## src/rtl/game_fsm.sv

```systemverilog
// Round/lives/score controller for the frog game, paced by frame_tick.
// Define GAME_FSM_HISCORE_EN to keep a best-score register; otherwise hi_score is tied to 0.
module game_fsm #(
    parameter int unsigned LIVES_INIT   = 3,
    parameter int unsigned DEATH_FRAMES = 60,
    parameter int unsigned SCORE_W      = 8
) (
    input  logic               clk,
    input  logic               reset,
    input  logic               frame_tick,
    input  logic               start_btn,
    input  logic               collision,
    input  logic               reached_end,
    output logic [1:0]         state,
    output logic               round_reset,
    output logic [2:0]         lives,
    output logic [SCORE_W-1:0] score,
    output logic [SCORE_W-1:0] hi_score,
    output logic               flash
);

    typedef enum logic [1:0] {
        StIdle  = 2'b00,
        StPlay  = 2'b01,
        StDying = 2'b10,
        StOver  = 2'b11
    } state_e;

    localparam logic [2:0]         LivesInit = 3'(LIVES_INIT);
    localparam logic [7:0]         DeathInit = 8'(DEATH_FRAMES);
    localparam logic [SCORE_W-1:0] ScoreMax  = '1;

    state_e             state_q, state_d;
    logic               round_reset_q, round_reset_d;
    logic [2:0]         lives_q, lives_d;
    logic [SCORE_W-1:0] score_q, score_d;
    logic [7:0]         timer_q, timer_d;
    logic               armed_q, armed_d;
    logic               flash_q, flash_d;
    logic               start_prev_q;
    logic               start_rise;

    assign start_rise = start_btn & ~start_prev_q;

    always_comb begin
        state_d       = state_q;
        round_reset_d = 1'b0;
        lives_d       = lives_q;
        score_d       = score_q;
        timer_d       = timer_q;
        armed_d       = armed_q;

        unique case (state_q)
            StIdle, StOver: begin
                if (start_rise) begin
                    state_d       = StPlay;
                    lives_d       = LivesInit;
                    score_d       = '0;
                    round_reset_d = 1'b1;
                end
            end
            StPlay: begin
                // Collision has priority over a simultaneous goal.
                if (armed_q && collision) begin
                    state_d = StDying;
                    lives_d = lives_q - 3'd1;
                    timer_d = DeathInit;
                end else if (armed_q && reached_end) begin
                    if (score_q != ScoreMax) begin
                        score_d = score_q + 1'b1;
                    end
                    round_reset_d = 1'b1;
                end
            end
            StDying: begin
                if (frame_tick) begin
                    timer_d = timer_q - 8'd1;
                    if (timer_q == 8'd1) begin
                        if (lives_q == 3'd0) begin
                            state_d = StOver;
                        end else begin
                            state_d       = StPlay;
                            round_reset_d = 1'b1;
                        end
                    end
                end
            end
        endcase

        // Inputs stay masked until the frog has had a full frame to return to its start row.
        if (round_reset_d || (state_q == StPlay && state_d == StDying)) begin
            armed_d = 1'b0;
        end else if (frame_tick) begin
            armed_d = 1'b1;
        end

        flash_d = (state_d == StDying) && timer_d[2];
    end

    always_ff @(posedge clk) begin
        if (reset) begin
            state_q       <= StIdle;
            round_reset_q <= 1'b0;
            lives_q       <= LivesInit;
            score_q       <= '0;
            timer_q       <= 8'd0;
            armed_q       <= 1'b0;
            flash_q       <= 1'b0;
            start_prev_q  <= 1'b1;
        end else begin
            state_q       <= state_d;
            round_reset_q <= round_reset_d;
            lives_q       <= lives_d;
            score_q       <= score_d;
            timer_q       <= timer_d;
            armed_q       <= armed_d;
            flash_q       <= flash_d;
            start_prev_q  <= start_btn;
        end
    end

`ifdef GAME_FSM_HISCORE_EN
    logic [SCORE_W-1:0] hi_score_q, hi_score_d;

    always_comb begin
        hi_score_d = hi_score_q;
        if (state_d == StOver && state_q != StOver && score_q > hi_score_q) begin
            hi_score_d = score_q;
        end
    end

    always_ff @(posedge clk) begin
        if (reset) begin
            hi_score_q <= '0;
        end else begin
            hi_score_q <= hi_score_d;
        end
    end

    assign hi_score = hi_score_q;
`else
    assign hi_score = '0;
`endif

    assign state       = state_q;
    assign round_reset = round_reset_q;
    assign lives       = lives_q;
    assign score       = score_q;
    assign flash       = flash_q;

endmodule

```

## config.mk

```make
export PLATFORM = sky130hd
export DESIGN_NAME = game_fsm
export DESIGN_NICKNAME = d
export VERILOG_FILES = /design/src/rtl/game_fsm.sv
export SDC_FILE = /design/constraint.sdc
export NUM_CORES = 1
export LEC_CHECK = 0
export ABC_CLOCK_PERIOD_IN_PS = 2100
export BUFFER_PORTS_ARGS = -buffer_cell sky130_fd_sc_hd__buf_4
export CAP_MARGIN = 20
export CORE_ASPECT_RATIO = 0.5
export CORE_MARGIN = 1.5
export CORE_UTILIZATION = 50
export DETAILED_ROUTE_END_ITERATION = 10
export PLACE_DENSITY = 0.8
export REMOVE_ABC_BUFFERS = 1
export SYNTH_ARGS = -nofsm -noshare
export SYNTH_HDL_FRONTEND = slang
export SYNTH_SLANG_ARGS = --single-unit
```

## constraint.sdc

```tcl
create_clock -name clk -period 2.1 [get_ports clk]
set_input_delay 0.105 -clock clk [delete_from_list [all_inputs] [get_ports clk]]
set_output_delay 0.105 -clock clk [all_outputs]
set_load 0.01 [all_outputs]
```

Word-level counts from Yosys, hierarchy flattened. Cells that the tools add are included. Widths: inputs -> output; s select.

Register bits after elaboration: 25. Output and inout bits: 23. Input bits: 6. Word-level logic and storage cells: 64.

Reductions and logical operators: 14. Muxes and demuxes: 24. Add/subtract/negate cells: 3. Equality and inequality tests: 12. Bitwise operators: 2.

Operators by type and width (number): $mux 8 (6); $pmux 8 s2 (2); $ne 2x2->1 const B (6); $mux 2 (5); $add 8x1->8 const B (1); $eq 8x1->1 const B (1); $ne 8x8->1 const B (1); $sub 8x1->8 const B (1); $eq 2x2->1 const B (3); $mux 1 (6); $mux 3 (2); $pmux 2 s3 (1); $pmux 3 s2 (1); $reduce_and 3->1 (2); $reduce_and 5->1 (1); $logic_and 1x1->1 (4); $reduce_bool 2->1 (2); $reduce_or 2->1 (2); $logic_not 3->1 (1); $pmux 1 s3 (1); $sub 3x1->3 const B (1); $eq 2x1->1 const B (1); $logic_not 2->1 (1); $and 1x1->1 (1); 2 further kinds (2).

Longest topological paths before layout. Gate-level depths: netlist of run 1.

Word-level depth: 9. Mapped depth: 8. Depth with buffers taken out: 7.

Least setup slack after synthesis of run 1. No wires, ideal clock.

Path type: register to register. Start point: reg state_q[0] (netlist: state[0]). End point: reg score_q[6] (netlist: score[6]). Slack: 0.013 ns. Period minus slack after synthesis: 2.087 ns. Setup time: 0.143 ns. Stages on the path, launching flop included: 9. Arrival time: 1.944 ns. Data required time: 1.957 ns. Cell sequence: dfxtp_1 > inv_1 > ha_1 > buf_6 > nand2b_4 > a222oi_1 > buf_4 > a21o_1 > a21oi_1.

Longest elaborated chain between the ends: 4. Elaborated cells on any way between the ends: 11.

Ends and longest elaborated chain: start: declaration (line 33) `state_e state_q, state_d;`; start signal: assignment (line 102) `state_q <= StIdle;`; start signal: assignment (line 111) `state_q <= state_d;`; $eq 2x2->1 or $logic_not 2->1 (tied branches) (line 53) `unique case (state_q)`; $reduce_or 2->1 (line 53); $ne 2x2->1 (no line) or $reduce_bool 2->1 (tied branches); $reduce_and 5->1 (no line); end signal: assignment (line 114) `score_q <= score_d;`; end: declaration (line 36) `logic [SCORE_W-1:0] score_q, score_d;`.

Several ways; a longest one is shown, not always the timed one. A chain may end at the register's enable or synchronous reset.

Worst setup path after layout of run 1.
Start point: reg state_q[1] (netlist: state[1]). End point: reg flash_q (netlist: flash).

Longest elaborated chain between the ends: 5. Elaborated cells on any way between the ends: 13.

Ends and longest elaborated chain: $eq 2x2->1 (tied with other cells) (line 53); $reduce_or 2->1 or $mux 2 (tied branches) (line 53, 76); $pmux 2 s3 (line 53); $eq 2x2->1 (line 97) `flash_d = (state_d == StDying) && timer_d[2];`; $logic_and 1x1->1 * (line 97); end signal: assignment (line 117) `flash_q <= flash_d;`; end: declaration (line 39) `logic flash_q, flash_d;`.

Every way passes the cells marked *; elsewhere a longest branch is shown, timed or not.

==> results.sh, run 1 <==
export IMPL_worst_slack_ns=0.125
export IMPL_crit_type="reg -> reg"
export IMPL_grt_start_max_net_pins=15
export IMPL_dieHeight_um=42.8
export IMPL_fin_skew_ns=0.00828
export IMPL_drv_slew=0
export IMPL_final_nets=228
export IMPL_synth_top_area_share_pct=31.6
export IMPL_avgSynthCellArea_um2=8.37
export IMPL_cp_start_kind="flip-flop"
export IMPL_fin_util_pct=60.9
export IMPL_p_per_area_mw_per_mm2=482
export IMPL_place_inst=250
export IMPL_synth_seq_cells=25
export IMPL_post_place_ws_ns=0.0286
export IMPL_postRouteAntennaNets=0
export IMPL_use_met1_pct=27.2
export IMPL_clock_latency_ns=0.27
export IMPL_rows=14
export IMPL_drc=0
export IMPL_final_cells=254
export IMPL_grtUsageMet2_pct=36.7
export IMPL_ys_seq_area_share_pct=31.6
export IMPL_io_pins=29
export IMPL_grt_util_met3_pct=5.16
export IMPL_syn_to_final_growth_pct=16.1
export IMPL_max_cap_viol_count=0
export IMPL_htree_levels=1
export IMPL_hold_path_class="in -> reg"
export IMPL_p_total_mw=0.884
export IMPL_antenna_found_initial=0
export IMPL_cts_tree="done"
export IMPL_tns_ns=0
export IMPL_drtPass1Iterations=4
export IMPL_dieArea_mm2=0.00353
export IMPL_ys_warn_count=0
export IMPL_core_area_mm2=0.00301
export IMPL_rrSetupSlack_ns=0.13
export IMPL_cp_required_ns=2.24
export IMPL_routedWlPerCell_um=13.9
export IMPL_status="completed"
export IMPL_clkTransAtPathRegs_ns=0.09
export IMPL_yosysMostFrequentCell="dfxtp_1"
export IMPL_netlist_area_mm2=0.00158
export IMPL_synth_top_cell_by_area="dfxtp_1"
export IMPL_grt_pass1_vias=1317
export IMPL_overflow=0
export IMPL_cts_root_buf="clkbuf_8"
export IMPL_peakVddDrop_uv=259
export IMPL_die_width_um=82.5
export IMPL_path_max_fanout=8
export IMPL_post_route_period_util_pct=94.0
export IMPL_synth_edff_count=0
export IMPL_finalHoldViolations=0
export IMPL_vias=1436
export IMPL_critPathCaptureType="flip-flop"
export IMPL_clock_fmax_mhz=506
export IMPL_p_leak_nw=0.758
export IMPL_hpwl_um=2600
export IMPL_globalRouteTotalUtil_pct=21.4
export IMPL_setup_viol=0
export IMPL_insertedDiodeCount=0
export IMPL_cts_buffers=3
export IMPL_synth_cells=189
export IMPL_grt_busiest_layer="met2"
export IMPL_fin_crit_ns=1.97
export IMPL_grt_pass1_wl_um=5870
export IMPL_initial_utilization_pct=52.5
export IMPL_vias_per_cell=5.65
export IMPL_ys_types=54
export IMPL_totalWireLength_um=3540
export IMPL_synthArstFlopShare_pct=0
export IMPL_synth_ff_type="dfxtp_1"
export IMPL_portBuffers=20
export IMPL_synthTopCellsByCount="dfxtp_1, inv_1, nand2_1, a21oi_1"
export IMPL_drive_gt1_share_pct=21.0
export IMPL_synth_area_top_cells="dfxtp_1, ha_1, buf_4"
export IMPL_place_gp_congestion=0.932
export IMPL_drtIter0Drc=75
export IMPL_clock_sinks=25
export IMPL_cts_max_path_buffers=2
export IMPL_post_cts_setup_buffer_count=0
export IMPL_arrival_ns=2.12
stage by stage:
stage | hold WS (ns) | area (µm²)
after floorplan | 0.174 | 1500
after global placement | 0.335 | 1780
after CTS | 0.0471 | 1830
after detailed placement | 0.341 | 1780
after global routing | 0.0553 | 1840
final | 0.0515 | 1840
registers in the layout (all words and copies together), names as in the netlist:
| register | count |
|---|---|
| round_reset | 1 |
| lives | 3 |
| flash | 1 |
| state | 2 |
| timer_q | 8 |
| score | 8 |
| start_prev_q | 1 |
| armed_q | 1 |
worst max-delay path: stages, from the launching register on:
cell and delay, ns:
dfxtp_1 0.36, inv_1 0.12, ha_2 0.28, buf_4 0.19, nand3_1 0.16, a211oi_1 0.27
a31oi_1 0.10, a2111oi_1 0.36
layout make-up:
class	instances	area (µm²)
Clock buffer	3	41.3
Clock inverter	1	5.00
Fill cell	265	1180
Inverter	18	67.6
Multi-Input combinational cell	137	945
Sequential cell	25	502
Tap cell	40	50.0
Timing Repair Buffer	30	225
power breakdown:
part,leakage (nW),switching [mW],internal (mW)
combinational,0.530,0.0627,0.0431
sequential,0.203,0.00638,0.479
clock,0.0255,0.160,0.133
layout by cell type (no fill, tap or decap), types with 4 or more instances in the layout:
cell / n
a21o_1: 7
a21oi_1: 10
and2_1: 4
and3_1: 4
buf_4: 30
conb_1: 8
dfxtp_1: 24
ha_1: 5
inv_1: 18
nand2_1: 14
nand3_1: 8
nor2_1: 9
nor3_1: 5
o21ai_0: 6
what timing repair did:
item                                    CTS  global route
hold buffers                              0             0
endpoints found under the setup margin    0             9
resized for setup                         0             4
path summary, 6_finish.rpt:
kind | startpoint | to | depth (start not counted)
min | start_btn | start_prev_q | 2
max reg2reg | state[1] | flash | 7
max | state[1] | flash | 7
min reg2reg | timer_q[7] | timer_q[7] | 2
kinds of logic after synthesis:
logic type | count (synthesis) | share of synthesized area [%]
muxes | 3 | 1.90
DFF | 25 | 31.6
and+or+nand+nor | 68 | 26.6
adders and majority gates | 7 | 5.54
AOI/OAI and AO/OA | 49 | 22.2
other | 1 | 0.237
xor gates and xnor gates | 2 | 1.11
buffers and inverters | 34 | 10.8
per-layer routing:
metal / wire length, µm / up-vias
met5: 0 / -
met4: 28 / 0
met3: 136 / 4
met2: 1700 / 34
met1: 1680 / 679
li1: - / 719
Power figures use the tool's default switching activity.
==> run 2: changes to the inputs <==
--- a/config.mk
+++ b/config.mk
@@ -6,13 +6,13 @@
 export NUM_CORES = 1
 export LEC_CHECK = 0
 export ABC_CLOCK_PERIOD_IN_PS = 2100
-export BUFFER_PORTS_ARGS = -buffer_cell sky130_fd_sc_hd__buf_4
 export CAP_MARGIN = 20
 export CORE_ASPECT_RATIO = 0.5
 export CORE_MARGIN = 1.5
-export CORE_UTILIZATION = 50
+export CORE_UTILIZATION = 54
 export DETAILED_ROUTE_END_ITERATION = 10
-export PLACE_DENSITY = 0.8
+export DONT_BUFFER_PORTS = 1
+export PLACE_DENSITY = 0.76
 export REMOVE_ABC_BUFFERS = 1
 export SYNTH_ARGS = -nofsm -noshare
 export SYNTH_HDL_FRONTEND = slang
==> run 2 against run 1 <==
  * Cell area is 7.5% lower
  * Critical path depth stayed put
  * Total power decreased by 2.6%
  * Hold slack improved by 0.050 ns
  * Utilization is 2.3 points higher
  * Critical endpoint is now armed_q
  * Final cell count is 7.9% lower
  * Register-to-register slack better by 0.02 ns
  * Clock-buffer cell count grew 1
  * Largest cell class unchanged
  * Clock power is 3% lower
  * Clock skew shrank 0.0065 ns
==> results.sh, run 2 (synthesis results as in run 1) <==
export IMPL_clock_sinks=25
export IMPL_grtUsageMet2_pct=44.5
export IMPL_drive_gt1_share_pct=10.7
export IMPL_grt_util_met3_pct=7.33
export IMPL_routedWlPerCell_um=14.5
export IMPL_mostFrequentLayoutCells="dfxtp_1, inv_1, nand2_1"
export IMPL_p_leak_nw=0.669
export IMPL_rows=13
export IMPL_initial_utilization_pct=58.9
export IMPL_final_nets=211
export IMPL_place_gp_congestion=0.845
export IMPL_globalRouteTotalUtil_pct=23.4
export IMPL_cp_start_kind="flip-flop"
export IMPL_cts_tree="done"
export IMPL_hold_path_class="in -> reg"
export IMPL_peakVddDrop_uv=272
export IMPL_drtPass1Iterations=4
export IMPL_antenna_found_initial=0
export IMPL_cp_cell_sequence="inv_1 -> ha_1 -> buf_4 -> nor2b_1 -> nor2_1 -> a221o_1 -> a311oi_2"
export IMPL_tns_ns=0
export IMPL_vias_per_cell=5.96
export IMPL_p_per_area_mw_per_mm2=508
export IMPL_totalWireLength_um=3390
export IMPL_insertedDiodeCount=0
export IMPL_crit_type="reg -> reg"
export IMPL_max_cap_viol_count=0
export IMPL_fin_util_pct=63.3
export IMPL_status="completed"
export IMPL_place_inst=228
export IMPL_final_common_cell="dfxtp_1"
export IMPL_cp_top_family="compound AO/OA/AOI/OAI gates"
export IMPL_grt_pass1_wl_um=5690
export IMPL_hpwl_um=2460
export IMPL_rsz0062_at_grt="no"
export IMPL_clock_latency_ns=0.27
export IMPL_ctsResizeCount=0
export IMPL_worst_slack_ns=0.145
export IMPL_dieHeight_um=41.3
export IMPL_cts_root_buf="clkbuf_8"
export IMPL_path_max_fanout=9
export IMPL_finalHoldViolations=0
export IMPL_fin_skew_ns=0.00180
export IMPL_final_cells=234
export IMPL_drc=0
export IMPL_portBuffers=0
export IMPL_slew_limit_headroom_pct=62.6
export IMPL_worstMarginPinSlew_ns=0.556
export IMPL_critPathBufInv=2
export IMPL_postRouteAntennaNets=0
export IMPL_grt_start_max_net_pins=15
export IMPL_arrival_ns=2.13
export IMPL_nFillCells=233
export IMPL_htree_levels=1
export IMPL_drtIter0Drc=130
export IMPL_drv_slew=0
export IMPL_p_total_mw=0.862
export IMPL_vias=1394
export IMPL_cts_max_path_buffers=2
export IMPL_overflow=0
export IMPL_syn_to_final_growth_pct=7.36
export IMPL_cts_buffers=3
export IMPL_post_route_period_util_pct=93.1
export IMPL_core_area_mm2=0.00268
export IMPL_crit_slowest_cell="a221o_1"
export IMPL_grt_pass1_vias=1252
export IMPL_use_met1_pct=27.4
export IMPL_critPathCaptureType="flip-flop"
export IMPL_io_pins=29
export IMPL_setup_viol=0
export IMPL_cp_required_ns=2.28
export IMPL_clkTransAtPathRegs_ns=0.08
export IMPL_dieArea_mm2=0.00328
export IMPL_fin_crit_ns=1.96
export IMPL_max_stage_delay_ns=0.37
export IMPL_clock_fmax_mhz=511
export IMPL_grt_busiest_layer="met2"
export IMPL_die_width_um=79.5
export IMPL_post_place_ws_ns=0.205
==> run 2: cell types whose count changed in the layout (fill, tap and decap cells not counted), sizes merged <==
| cell | delta |
|---|---|
| buf | -19 |
| clkbuf | +1 |
| dlygate4sd3 | +2 |
| clkinv | -1 |
==> run 2: through the flow <==
stage | cell area (µm²) | hold WS (ns)
3_3_place_gp | 1630 | 0.177
2_1_floorplan | 1500 | 0.174
5_1_grt | 1700 | 0.109
3_5_place_dp | 1630 | 0.181
4_1_cts | 1700 | 0.0963
6_report | 1700 | 0.102
==> run 2: layer usage <==
metal / vias to the layer above / part of all wire, %
met2: 66 / 47
met1: 640 / 44
met3: 4 / 8.6
met4: 0 / 0.41
met5: - / 0
li1: 684 / -
==> run 2: worst min-delay path, stage by stage <==
cell,delay (ns)
nand4_1,0.05
a211o_1,0.12
a21oi_1,0.05
==> run 2: repair_timing <==
item / in CTS / in global routing
hold buffers: 2 / 0
buffers inserted: 0 / 0
endpoints found under the hold margin: 10 / 0
==> run 2: final timing paths <==
path                                 start         end  slack [ns]  cells past startpoint
worst max-delay path              state[0]     armed_q        0.14                      7
worst min-delay path            frame_tick  timer_q[5]        0.10                      3
worst max register to register    state[0]     armed_q        0.14                      7
worst min register to register  timer_q[5]  timer_q[5]        0.52                      2
==> run 2: power by group <==
group	switching (mW)	internal [mW]	leakage (nW)
Combinational	0.0563	0.0367	0.444
Clock	0.148	0.136	0.0228
Sequential	0.00567	0.479	0.202
==> run 2: cell type report <==
| class | count | area [µm²] | share of cell area, % |
|---|---|---|---|
| multi-input cells | 137 | 936 | 55.1 |
| flip-flops and latches | 25 | 500 | 29.5 |
| repair buffers | 13 | 103 | 6.04 |
| well taps | 37 | 46.3 | 2.73 |
| inverters | 18 | 67.6 | 3.98 |
| clock buffers | 4 | 45.0 | 2.65 |
==> run 3: changes to the inputs <==
--- a/config.mk
+++ b/config.mk
@@ -9,10 +9,10 @@
 export CAP_MARGIN = 20
 export CORE_ASPECT_RATIO = 0.5
 export CORE_MARGIN = 1.5
-export CORE_UTILIZATION = 54
+export CORE_UTILIZATION = 55
 export DETAILED_ROUTE_END_ITERATION = 10
 export DONT_BUFFER_PORTS = 1
-export PLACE_DENSITY = 0.76
+export PLACE_DENSITY = 0.77
 export REMOVE_ABC_BUFFERS = 1
 export SYNTH_ARGS = -nofsm -noshare
 export SYNTH_HDL_FRONTEND = slang
==> run 3 against run 2 <==
  * Die area fell by 1.7%
  * Worst setup slack barely moved
  * Clock power barely moved
  * Register-to-register slack barely moved
  * Critical path depth did not move
  * Largest power group unchanged
  * Sequential cell count did not move
  * Maximum frequency barely moved
  * Sequential power barely moved
  * Via count fell by 2.0%
==> results.sh, run 3 (synthesis results as in run 1) <==
export IMPL_p_per_area_mw_per_mm2=512
export IMPL_rsz0062_at_grt="no"
export IMPL_r2r_end="score[0]"
export IMPL_whs_path_depth=2
export IMPL_final_nets=208
export IMPL_post_route_period_util_pct=93.1
export IMPL_arrival_ns=2.10
export IMPL_mostFrequentLayoutCells="dfxtp_1, inv_1, nand2_1"
export IMPL_portBuffers=0
export IMPL_cp_startpoint="state[1]"
export IMPL_drv_slew=0
export IMPL_cts_buffers=3
export IMPL_cp_required_ns=2.24
export IMPL_hold_start="reset"
export IMPL_drive_gt1_share_pct=10.8
export IMPL_core_area_mm2=0.00267
export IMPL_clkPwrFrac_pct=33.3
export IMPL_clock_fmax_mhz=512
export IMPL_rrSetupSlack_ns=0.15
export IMPL_status="completed"
export IMPL_globalRouteTotalUtil_pct=22.5
export IMPL_fin_skew_ns=0.00624
export IMPL_vias_per_cell=5.91
export IMPL_overflow=0
export IMPL_finalHoldViolations=0
export IMPL_io_pins=29
export IMPL_routedWlPerCell_um=14.4
export IMPL_rows=13
export IMPL_hpwl_um=2420
export IMPL_clock_latency_ns=0.27
export IMPL_grt_pass1_wl_um=5350
export IMPL_initial_utilization_pct=59.3
export IMPL_place_inst=225
export IMPL_dieHeight_um=40.9
export IMPL_grt_pass1_vias=1174
export IMPL_cp_cell_sequence="inv_1 -> ha_1 -> and4_1 -> a222oi_1 -> buf_4 -> nand3b_1 -> o31ai_1"
export IMPL_drtPass1Iterations=4
export IMPL_grt_start_max_net_pins=15
export IMPL_max_stage_delay_ns=0.44
export IMPL_path_max_fanout=14
export IMPL_final_cells=231
export IMPL_worstMarginPinSlew_ns=0.557
export IMPL_drc=0
export IMPL_max_cap_viol_count=0
export IMPL_p_leak_nw=0.654
export IMPL_slew_limit_headroom_pct=62.6
export IMPL_postRouteAntennaNets=0
export IMPL_clkTransAtPathRegs_ns=0.09
export IMPL_r2r_start="state[1]"
export IMPL_switchingPower_mw=0.215
export IMPL_reg2regPathDepth=7
export IMPL_final_common_cell="dfxtp_1"
export IMPL_dieArea_mm2=0.00323
export IMPL_swShare_pct=24.9
export IMPL_vias=1366
export IMPL_cts_root_buf="clkbuf_8"
export IMPL_hold_path_class="in -> reg"
export IMPL_holdWs_ns=0.109
export IMPL_totalWireLength_um=3320
export IMPL_cts_tree="done"
export IMPL_holdPathEnd="lives[1]"
export IMPL_cp_start_kind="flip-flop"
export IMPL_peakVddDrop_uv=286
export IMPL_drtIter0Drc=104
export IMPL_seqPwrFrac_pct=56.4
export IMPL_crit_slowest_cell="dfxtp_1"
export IMPL_clock_sinks=25
export IMPL_internal_power_mw=0.647
export IMPL_crit_type="reg -> reg"
export IMPL_syn_to_final_growth_pct=6.41
export IMPL_p_comb_share_pct=10.4
export IMPL_htree_levels=1
export IMPL_place_gp_congestion=0.908
export IMPL_critPathCaptureType="flip-flop"
export IMPL_antenna_found_initial=0
export IMPL_insertedDiodeCount=0
export IMPL_setup_viol=0
export IMPL_fin_crit_ns=1.95
export IMPL_cts_max_path_buffers=2
export IMPL_die_width_um=78.8
==> run 3: cell count changes in the layout (fill, tap and decap cells not counted), sizes merged <==
cell    previous run  this run
buf               11         8
clkinv             0         1
clkbuf             4         3
==> run 3: worst max-delay path by stage <==
stage	end	slack, ns	cells after the start
global route	timer_q[7]	0.03	6
global placement	score[0]	0.19	7
CTS	armed_q	0.11	6
finish	score[0]	0.15	7
floorplan	score[2]	-0.48	6
detailed placement	armed_q	0.13	6
==> run 3: layout make-up <==
type,count,area (µm²)
Inverter,18,67.6
Fill cell,230,985
Multi-Input combinational cell,137,942
Clock buffer,3,41.3
Tap cell,37,46.3
Timing Repair Buffer,10,80.1
Clock inverter,1,5.00
Sequential cell,25,500
==> run 3: layer usage <==
metal  part of all wire, %  track usage (%)  wire (µm)
met4                   1.7             6.14         58
met3                   5.6             6.00        185
met1                    46             26.9       1530
met2                    47             42.2       1550
met5                     0                0          0
==> run 3: power groups by stage <==
| stage | registers, mW | clock network, mW | logic, mW |
|---|---|---|---|
| detailed placement | 0.496 | 0 | 0.0816 |
| global placement | 0.497 | 0 | 0.0805 |
| finish | 0.486 | 0.287 | 0.0893 |
| floorplan | 0.496 | 0 | 0.0574 |
| global route | 0.487 | 0.316 | 0.0986 |
| CTS | 0.485 | 0.295 | 0.0878 |
==> run 3: worst max-delay path: cells and delay by family, from the launching register on <==
| family | cells | cell delay (ns) |
|---|---|---|
| compound gates | 2 | 0.39 |
| fa+ha+maj | 1 | 0.29 |
| buf+inv | 2 | 0.35 |
| flops | 1 | 0.44 |
| simple gates | 2 | 0.35 |
==> run 3: metrics by stage <==
stage / power (mW) / instance area, µm² / setup slack, ns / TNS [ns] / util, %
finish: 0.861 / 1680 / 0.145 / 0 / 63.1
global route: 0.902 / 1680 / 0.0251 / 0 / 63.1
CTS: 0.869 / 1680 / 0.106 / 0 / 62.9
detailed placement: 0.578 / 1610 / 0.127 / 0 / 60.4
global placement: 0.577 / 1610 / 0.191 / 0 / 60.4
floorplan: 0.553 / 1500 / -0.481 / -3.57 / -
==> run 3: what timing repair did <==
item,4_1_cts,5_1_grt
gates resized for setup,0,2
hold buffers,2,0
endpoints found under the setup margin,0,8
setup buffers,0,0
endpoints found under the hold margin,10,0
